[config.mk]
export PLATFORM = sky130hd
export DESIGN_NAME = otter_io_hub
export DESIGN_NICKNAME = d
export VERILOG_FILES = /design/src/rtl/otter_io_hub.sv
export SDC_FILE = /design/constraint.sdc
export NUM_CORES = 1
export LEC_CHECK = 0
export ABC_AREA = 1
export BUFFER_PORTS_ARGS = -buffer_cell sky130_fd_sc_hd__buf_2
export CAP_MARGIN = 20
export CORE_UTILIZATION = 45
export CTS_CLUSTER_DIAMETER = 200
export DETAILED_ROUTE_END_ITERATION = 6
export PLACE_DENSITY_LB_ADDON = 0.2
export SLEW_MARGIN = 40
export SYNTH_ARGS = -nofsm -noshare
export SYNTH_HDL_FRONTEND = slang
export SYNTH_SLANG_ARGS = --single-unit
[constraint.sdc]
create_clock -name CLK -period 2.9 [get_ports CLK]
set_input_delay 0.58 -clock CLK [delete_from_list [all_inputs] [get_ports CLK]]
set_output_delay 0.58 -clock CLK [all_outputs]
set_load 0.1 [all_outputs]
[src/rtl/otter_io_hub.sv]
// otter_io_hub: memory-mapped IO hub for the OTTER MCU.
// Provides switch input (synchronized, optionally debounced), LED and
// seven-segment output registers, and a masked, write-1-to-clear interrupt
// pending register that flags every change of a debounced switch bit.
// Optional feature: define OTTER_IO_HUB_DEBOUNCE_EN to build the per-bit
// debouncer; without it the debounced value is the synchronizer output.
module otter_io_hub #(
  parameter logic [31:0] BASE_AD         = 32'h11000000,
  parameter int          N_LED           = 2,
  parameter int          SW_W            = 16,
  parameter int          DEBOUNCE_CYCLES = 8
) (
  input  logic                 CLK,
  input  logic                 RST_N,
  input  logic [31:0]          IOBUS_ADDR,
  input  logic [31:0]          IOBUS_OUT,
  input  logic                 IOBUS_WR,
  output logic [31:0]          IOBUS_IN,
  input  logic [SW_W-1:0]      SWITCHES,
  output logic [16*N_LED-1:0]  LEDS,
  output logic [15:0]          SSEG,
  output logic                 INTR
);

  localparam logic [31:0] SW_AD   = BASE_AD;
  localparam logic [31:0] LED_AD  = BASE_AD + 32'h20;
  localparam logic [31:0] SSEG_AD = BASE_AD + 32'h40;
  localparam logic [31:0] PEND_AD = BASE_AD + 32'h60;
  localparam logic [31:0] MASK_AD = BASE_AD + 32'h64;

  logic [N_LED-1:0][15:0] led;
  logic [15:0]            sseg;
  logic [15:0]            mask;
  logic [SW_W-1:0]        pend;
  logic [SW_W-1:0]        sync1, sync2;
  logic [SW_W-1:0]        deb, deb_prev;
  logic [N_LED-1:0]       led_we;
  logic                   sseg_we, pend_we, mask_we;
  logic [31:0]            rdata;

  // Write-enable decode: exact word address match qualified by the strobe.
  always_comb begin
    // NOTE: combinational blocks give every output a default first so no latch is inferred.
    led_we  = '0;
    sseg_we = IOBUS_WR && (IOBUS_ADDR == SSEG_AD);
    pend_we = IOBUS_WR && (IOBUS_ADDR == PEND_AD);
    mask_we = IOBUS_WR && (IOBUS_ADDR == MASK_AD);
    for (int i = 0; i < N_LED; i++)
      led_we[i] = IOBUS_WR && (IOBUS_ADDR == LED_AD + 32'(4 * i));
  end

  // Two-flop synchronizer for the raw switch pins.
  always_ff @(posedge CLK or negedge RST_N) begin
    if (!RST_N) begin
      sync1 <= '0;
      sync2 <= '0;
    end else begin
      // NOTE: non-blocking assignments so sync2 takes the old sync1, forming two real stages.
      sync1 <= SWITCHES;
      sync2 <= sync1;
    end
  end

`ifdef OTTER_IO_HUB_DEBOUNCE_EN
  localparam int                CNT_W   = $clog2(DEBOUNCE_CYCLES);
  localparam logic [CNT_W-1:0]  CNT_MAX = CNT_W'(DEBOUNCE_CYCLES - 1);

  logic [SW_W-1:0][CNT_W-1:0] cnt;

  // Per-bit debounce: count while input disagrees, toggle on the terminal count.
  always_ff @(posedge CLK or negedge RST_N) begin
    if (!RST_N) begin
      deb <= '0;
      cnt <= '0;
    end else begin
      for (int i = 0; i < SW_W; i++) begin
        if (sync2[i] != deb[i]) begin
          if (cnt[i] == CNT_MAX) begin
            deb[i] <= ~deb[i];
            cnt[i] <= '0;
          end else begin
            cnt[i] <= cnt[i] + 1'b1;
          end
        end else begin
          cnt[i] <= '0;
        end
      end
    end
  end
`else
  assign deb = sync2;
`endif

  // Change detector on the debounced value plus the pending/mask registers;
  // a new change wins over a simultaneous W1C of the same bit.
  always_ff @(posedge CLK or negedge RST_N) begin
    if (!RST_N) begin
      deb_prev <= '0;
      pend     <= '0;
      mask     <= '0;
    end else begin
      deb_prev <= deb;
      pend     <= (pend & ~(pend_we ? IOBUS_OUT[SW_W-1:0] : '0)) | (deb ^ deb_prev);
      if (mask_we) mask <= IOBUS_OUT[15:0];
    end
  end

  // LED and seven-segment output registers.
  always_ff @(posedge CLK or negedge RST_N) begin
    if (!RST_N) begin
      // NOTE: the LED array is a bank of flops, not a RAM, so it can and must be reset.
      led  <= '0;
      sseg <= '0;
    end else begin
      for (int i = 0; i < N_LED; i++)
        if (led_we[i]) led[i] <= IOBUS_OUT[15:0];
      if (sseg_we) sseg <= IOBUS_OUT[15:0];
    end
  end

  // Read mux: zero-extended register contents, unmapped addresses read 0.
  always_comb begin
    rdata = '0;
    if (IOBUS_ADDR == SW_AD)   rdata = 32'(deb);
    if (IOBUS_ADDR == SSEG_AD) rdata = {16'h0, sseg};
    if (IOBUS_ADDR == PEND_AD) rdata = 32'(pend);
    if (IOBUS_ADDR == MASK_AD) rdata = {16'h0, mask};
    for (int i = 0; i < N_LED; i++)
      if (IOBUS_ADDR == LED_AD + 32'(4 * i)) rdata = {16'h0, led[i]};
  end

  assign IOBUS_IN = rdata;
  assign LEDS     = led;
  assign SSEG     = sseg;
  assign INTR     = |(pend & mask[SW_W-1:0]);

  // Upper write-data bits are never stored; the debounce length only matters
  // when the debouncer is built.
  logic unused;
  assign unused = &{1'b0, IOBUS_OUT[31:16], mask, 32'(DEBOUNCE_CYCLES)};

endmodule

* Yosys cells after proc, flatten, opt, wreduce, memory -nomap -nowiden
Index checks and enable logic that the tools add are counted.
Word-level totals: register bits 128
Cells by class: bitwise gates (word level) 5, muxes and demuxes 7, eq/ne operators 6, reduce and logical (&&, ||, !) cells 6
Operators by type and width (count):
- equality test 32 x 29 -> 1 bit (second input constant) | 6
- 2-to-1 mux 32 bit | 4
- 2-to-1 mux 16 bit | 3
- bitwise AND 16 bit | 2
- inverter 16 bit | 1
- bitwise OR 16 bit | 1
- OR reduction 16 bit | 1
- XOR 16 bit | 1
- logical AND 1 bit | 5

* Longest topological paths before layout
word-level depth 7, depth in mapped cells 14

* Worst setup path before layout
No wires, ideal clock.
path kind input to output, start in IOBUS_ADDR[25], end out IOBUS_IN[15], stages 12, setup slack -0.821 ns, data required time 2.320 ns, data arrival time 3.141 ns, cell sequence inv_1 nand2_1 nor2_1 nand2_2 nor2_8 nand2_4 nor2_8 nand3_4 clkbuf_1 nand2_1 inv_1 a21oi_1
On the way: word-level cells in the longest chain between the ends 7, elaborated cells between the ends (all ways) 12, classes of those cells eq/ne (6); mux (6)
RTL lines:
- start: declaration | RTL line 15 | input logic [31:0] IOBUS_ADDR,
- equality test 32 x 29 -> 1 bit | RTL line 124 | if (IOBUS_ADDR == SW_AD) rdata = 32'(deb);
- 2-to-1 mux 16 bit | RTL line 124
- 2-to-1 mux 16 bit | RTL line 125 | if (IOBUS_ADDR == SSEG_AD) rdata = {16'h0, sseg};
- 2-to-1 mux 32 bit | RTL line 126 | if (IOBUS_ADDR == PEND_AD) rdata = 32'(pend);
- 2-to-1 mux 32 bit | RTL line 127 | if (IOBUS_ADDR == MASK_AD) rdata = {16'h0, mask};
- 2-to-1 mux 32 bit | RTL line 129 | if (IOBUS_ADDR == LED_AD + 32'(4 * i)) rdata = {16'h0, led[i]};
- 2-to-1 mux 32 bit (*) | RTL line 129
- end: declaration | RTL line 18 | output logic [31:0] IOBUS_IN,
Mark *: on every way between the ends. The rest lies on a longest branch, timed or not.

* Worst setup path in the final report
start in IOBUS_ADDR[16], end out IOBUS_IN[7]
Same word-level chain as after synthesis.

==> reports/qor.txt <==
outcome = finished, final reports clean
post-synthesis async set-or-reset flop share = 1.000
most area-consuming cells after synthesis = dfrtp_1 (56%), nand2_1 (14%), o21ai_0 (5.7%)
proportion of layout cells with a drive suffix above 1 = 0.3030
Critical Path Fanout Max = 18
via count = 4718
Slew @ Worst Pin = 638.0 ps
Synth Flop Type = dfrtp_1
Worst Setup End Kind = primary output
Fill cells = 1015
Area Overhead vs Synth = 33.28%
Port Buf Inserts = 131
Worst-path clk slew = 60 ps
Yosys warning count = 0
final worst slack = 86.74 ps
Max Cap Viol = 0
number of global-route vias before repair = 4315
post-synth top area share = 0.5650
Initial Utilization = 0.4662
Final nets = 873
Setup crit end = IOBUS_IN[7]
global-route wire length before repair = 21880 um
Max Slew Vio Count = 0
ant diodes = 0
final RePlAce weighted congestion = 0.8302
Worst R2R Setup Slack = 2110 ps
I/O pin count = 164
CP Data Required Time = 2320 ps
Achievable Freq = 355.5 MHz
Clock Latency Late Sink = 410 ps
DRC Markers = 0
final worst-path cycle share = 0.9701
Fin Setup TNS = 0 ps
number of distinct library cells after synthesis = 30
routed len/inst = 14.24 um
most frequent cells in the layout = nand2_1 (188), dfrtp_1 (128), buf_2 (111)
worst setup path startpoint = IOBUS_ADDR[16]
drt via density = 4.864
die area = 13050 sq um
GRT overflow = 0
number of synthesized register bits = 128
number of hold buffers added after cts = 0
Final Power = 4.336 mW
worst clock skew = 5.206 ps
clk buf depth = 2
final setup fails = 0
critical path arrival = 2230 ps
part of the Yosys area used for sequential elements = 0.5650
RSZ-0062 raised after global routing = true
Synth Instances = 648
Final min period = 2813 ps
largest net degree at the start of global routing = 55
Slew HR = 0.5747
TritonCTS clock tree = done
clock tree sinks = 128
final hold viol count = 0
synthesized area per cell = 8.749 sq um
dpl cells = 934
commonest non-fill, non-tap cell in the layout = nand2_1
Inserted Clock Buffers = 17
Iter 0 DRT Violations = 320
capture point of the worst reg-to-reg path = pend[15]
reg2reg start = deb[15]
total core area = 12160 sq um
kind of critical path = in -> out
drt pass-1 iters = 6
GR Util All Layers = 0.2214
post-route ant nets = 0
final std cells w/o fill = 970
Die Wd = 114.2 um
Hold Path Class = in -> async
hpwl dp = 9684 um
Post-synth EDFFs = 0
startpoint types = input pin
initial antenna violation count = 0
Die Ht = 114.2 um
cells on worst reg2reg path = 2
worst hold margin = 182.9 ps
VDD IR max = 0.3143 mV
H-tree depth = 4
DP Worst Slack = -5.066 ps
PD cells = 573.9 nW/um^2
clk root buf = clkbuf_16
Lkg Pwr = 3.851 nW
Mapped Area = 5669 sq um
final WL = 13810 um
area leader, netlist = dfrtp_1
FP Rows = 40
## power by group
group,internal [mW],switching (mW),leakage [nW]
Clock,1.48,0.769,0.290
Sequential,1.82,0.0188,1.59
Combinational,0.0613,0.186,1.97
Total,3.36,0.973,3.85
## critical path: stages
cell	delay (ps)
buf_2	100
inv_2	40
nand2_2	50
nor2_2	100
nand2_2	90
nor2_8	160
nand2_4	80
nor2_8	170
nand3_4	150
buf_8	190
o21ai_0	140
inv_1	50
nand2_1	80
nand2_2	70
buf_12	160
## Yosys cell counts, types with 2 or more instances
| library cell | number |
|---|---|
| nand4_1 | 3 |
| buf_2 | 11 |
| o21ai_2 | 10 |
| a21oi_1 | 16 |
| clkbuf_1 | 7 |
| nand2_2 | 6 |
| inv_1 | 65 |
| dfrtp_1 | 128 |
| buf_4 | 17 |
| buf_6 | 3 |
| nor2_1 | 16 |
| nor2_2 | 2 |
| o21ai_0 | 65 |
| a221oi_1 | 2 |
| o21ai_1 | 21 |
| xnor2_1 | 16 |
| nand3_1 | 37 |
| inv_2 | 4 |
| nor2_8 | 2 |
| nand2_1 | 207 |
## state kept, by name (all words and copies together), names as in the netlist
name	flops
mask	16
pend	16
SSEG	16
deb_prev	16
sync1	16
LEDS	32
deb	16
## logic make-up (layout without fill, tap and decap cells)
group / after synthesis / after routing / synth area share
buffers and inverters: 108 / 247 / 0.08916
and+or+nand+nor: 281 / 281 / 0.2119
AOI/OAI and AO/OA: 114 / 114 / 0.1086
DFF: 128 / 128 / 0.5650
other: 1 / 16 / 0.0006615
xor gates and xnor gates: 16 / 16 / 0.02472
## how the worst min path moves through the flow
stage | depth (start not counted) | to | slack (ps)
global route | 1 | LEDS[21] | 230
finish | 1 | LEDS[21] | 180
detailed placement | 0 | deb[0] | 330
global placement | 0 | deb[8] | 330
floorplan | 0 | LEDS[0] | 280
CTS | 1 | LEDS[21] | 200
## what timing repair did
| action | in CTS | in global routing |
|---|---|---|
| setup buffers | 0 | 3 |
| gates resized for setup | 0 | 55 |
| endpoints found under the setup margin | 0 | 16 |
| hold endpoints to repair | 0 | 0 |
## layout make-up
class	count	area [sq um]	share of cell area
multi-input cells	427	2131	0.2820
repair inverters	1	5.005	0.0006624
inverters	69	269.0	0.03560
well taps	168	210.2	0.02782
flip-flops and latches	128	3203	0.4239
clock buffers	19	452.9	0.05994
clock inverters	12	182.7	0.02418
repair buffers	146	1102	0.1459
## metal layers
layer	part of all wire	vias up	track usage	wire [um]
met2	0.47	184	0.3426	6492
met4	0.015	0	0.07706	207
met3	0.062	18	0.04817	861
met5	0	-	0	0
met1	0.45	2206	0.3090	6249
li1	-	2310	-	-
## per-stage QoR
step	cell area, sq um	util
6_report	7556	0.6213
5_1_grt	7556	0.6213
2_1_floorplan	5773	-
3_3_place_gp	6743	0.5544
3_5_place_dp	6743	0.5544
4_1_cts	7378	0.6067
Note: power is estimated with default switching activity, not from simulation.
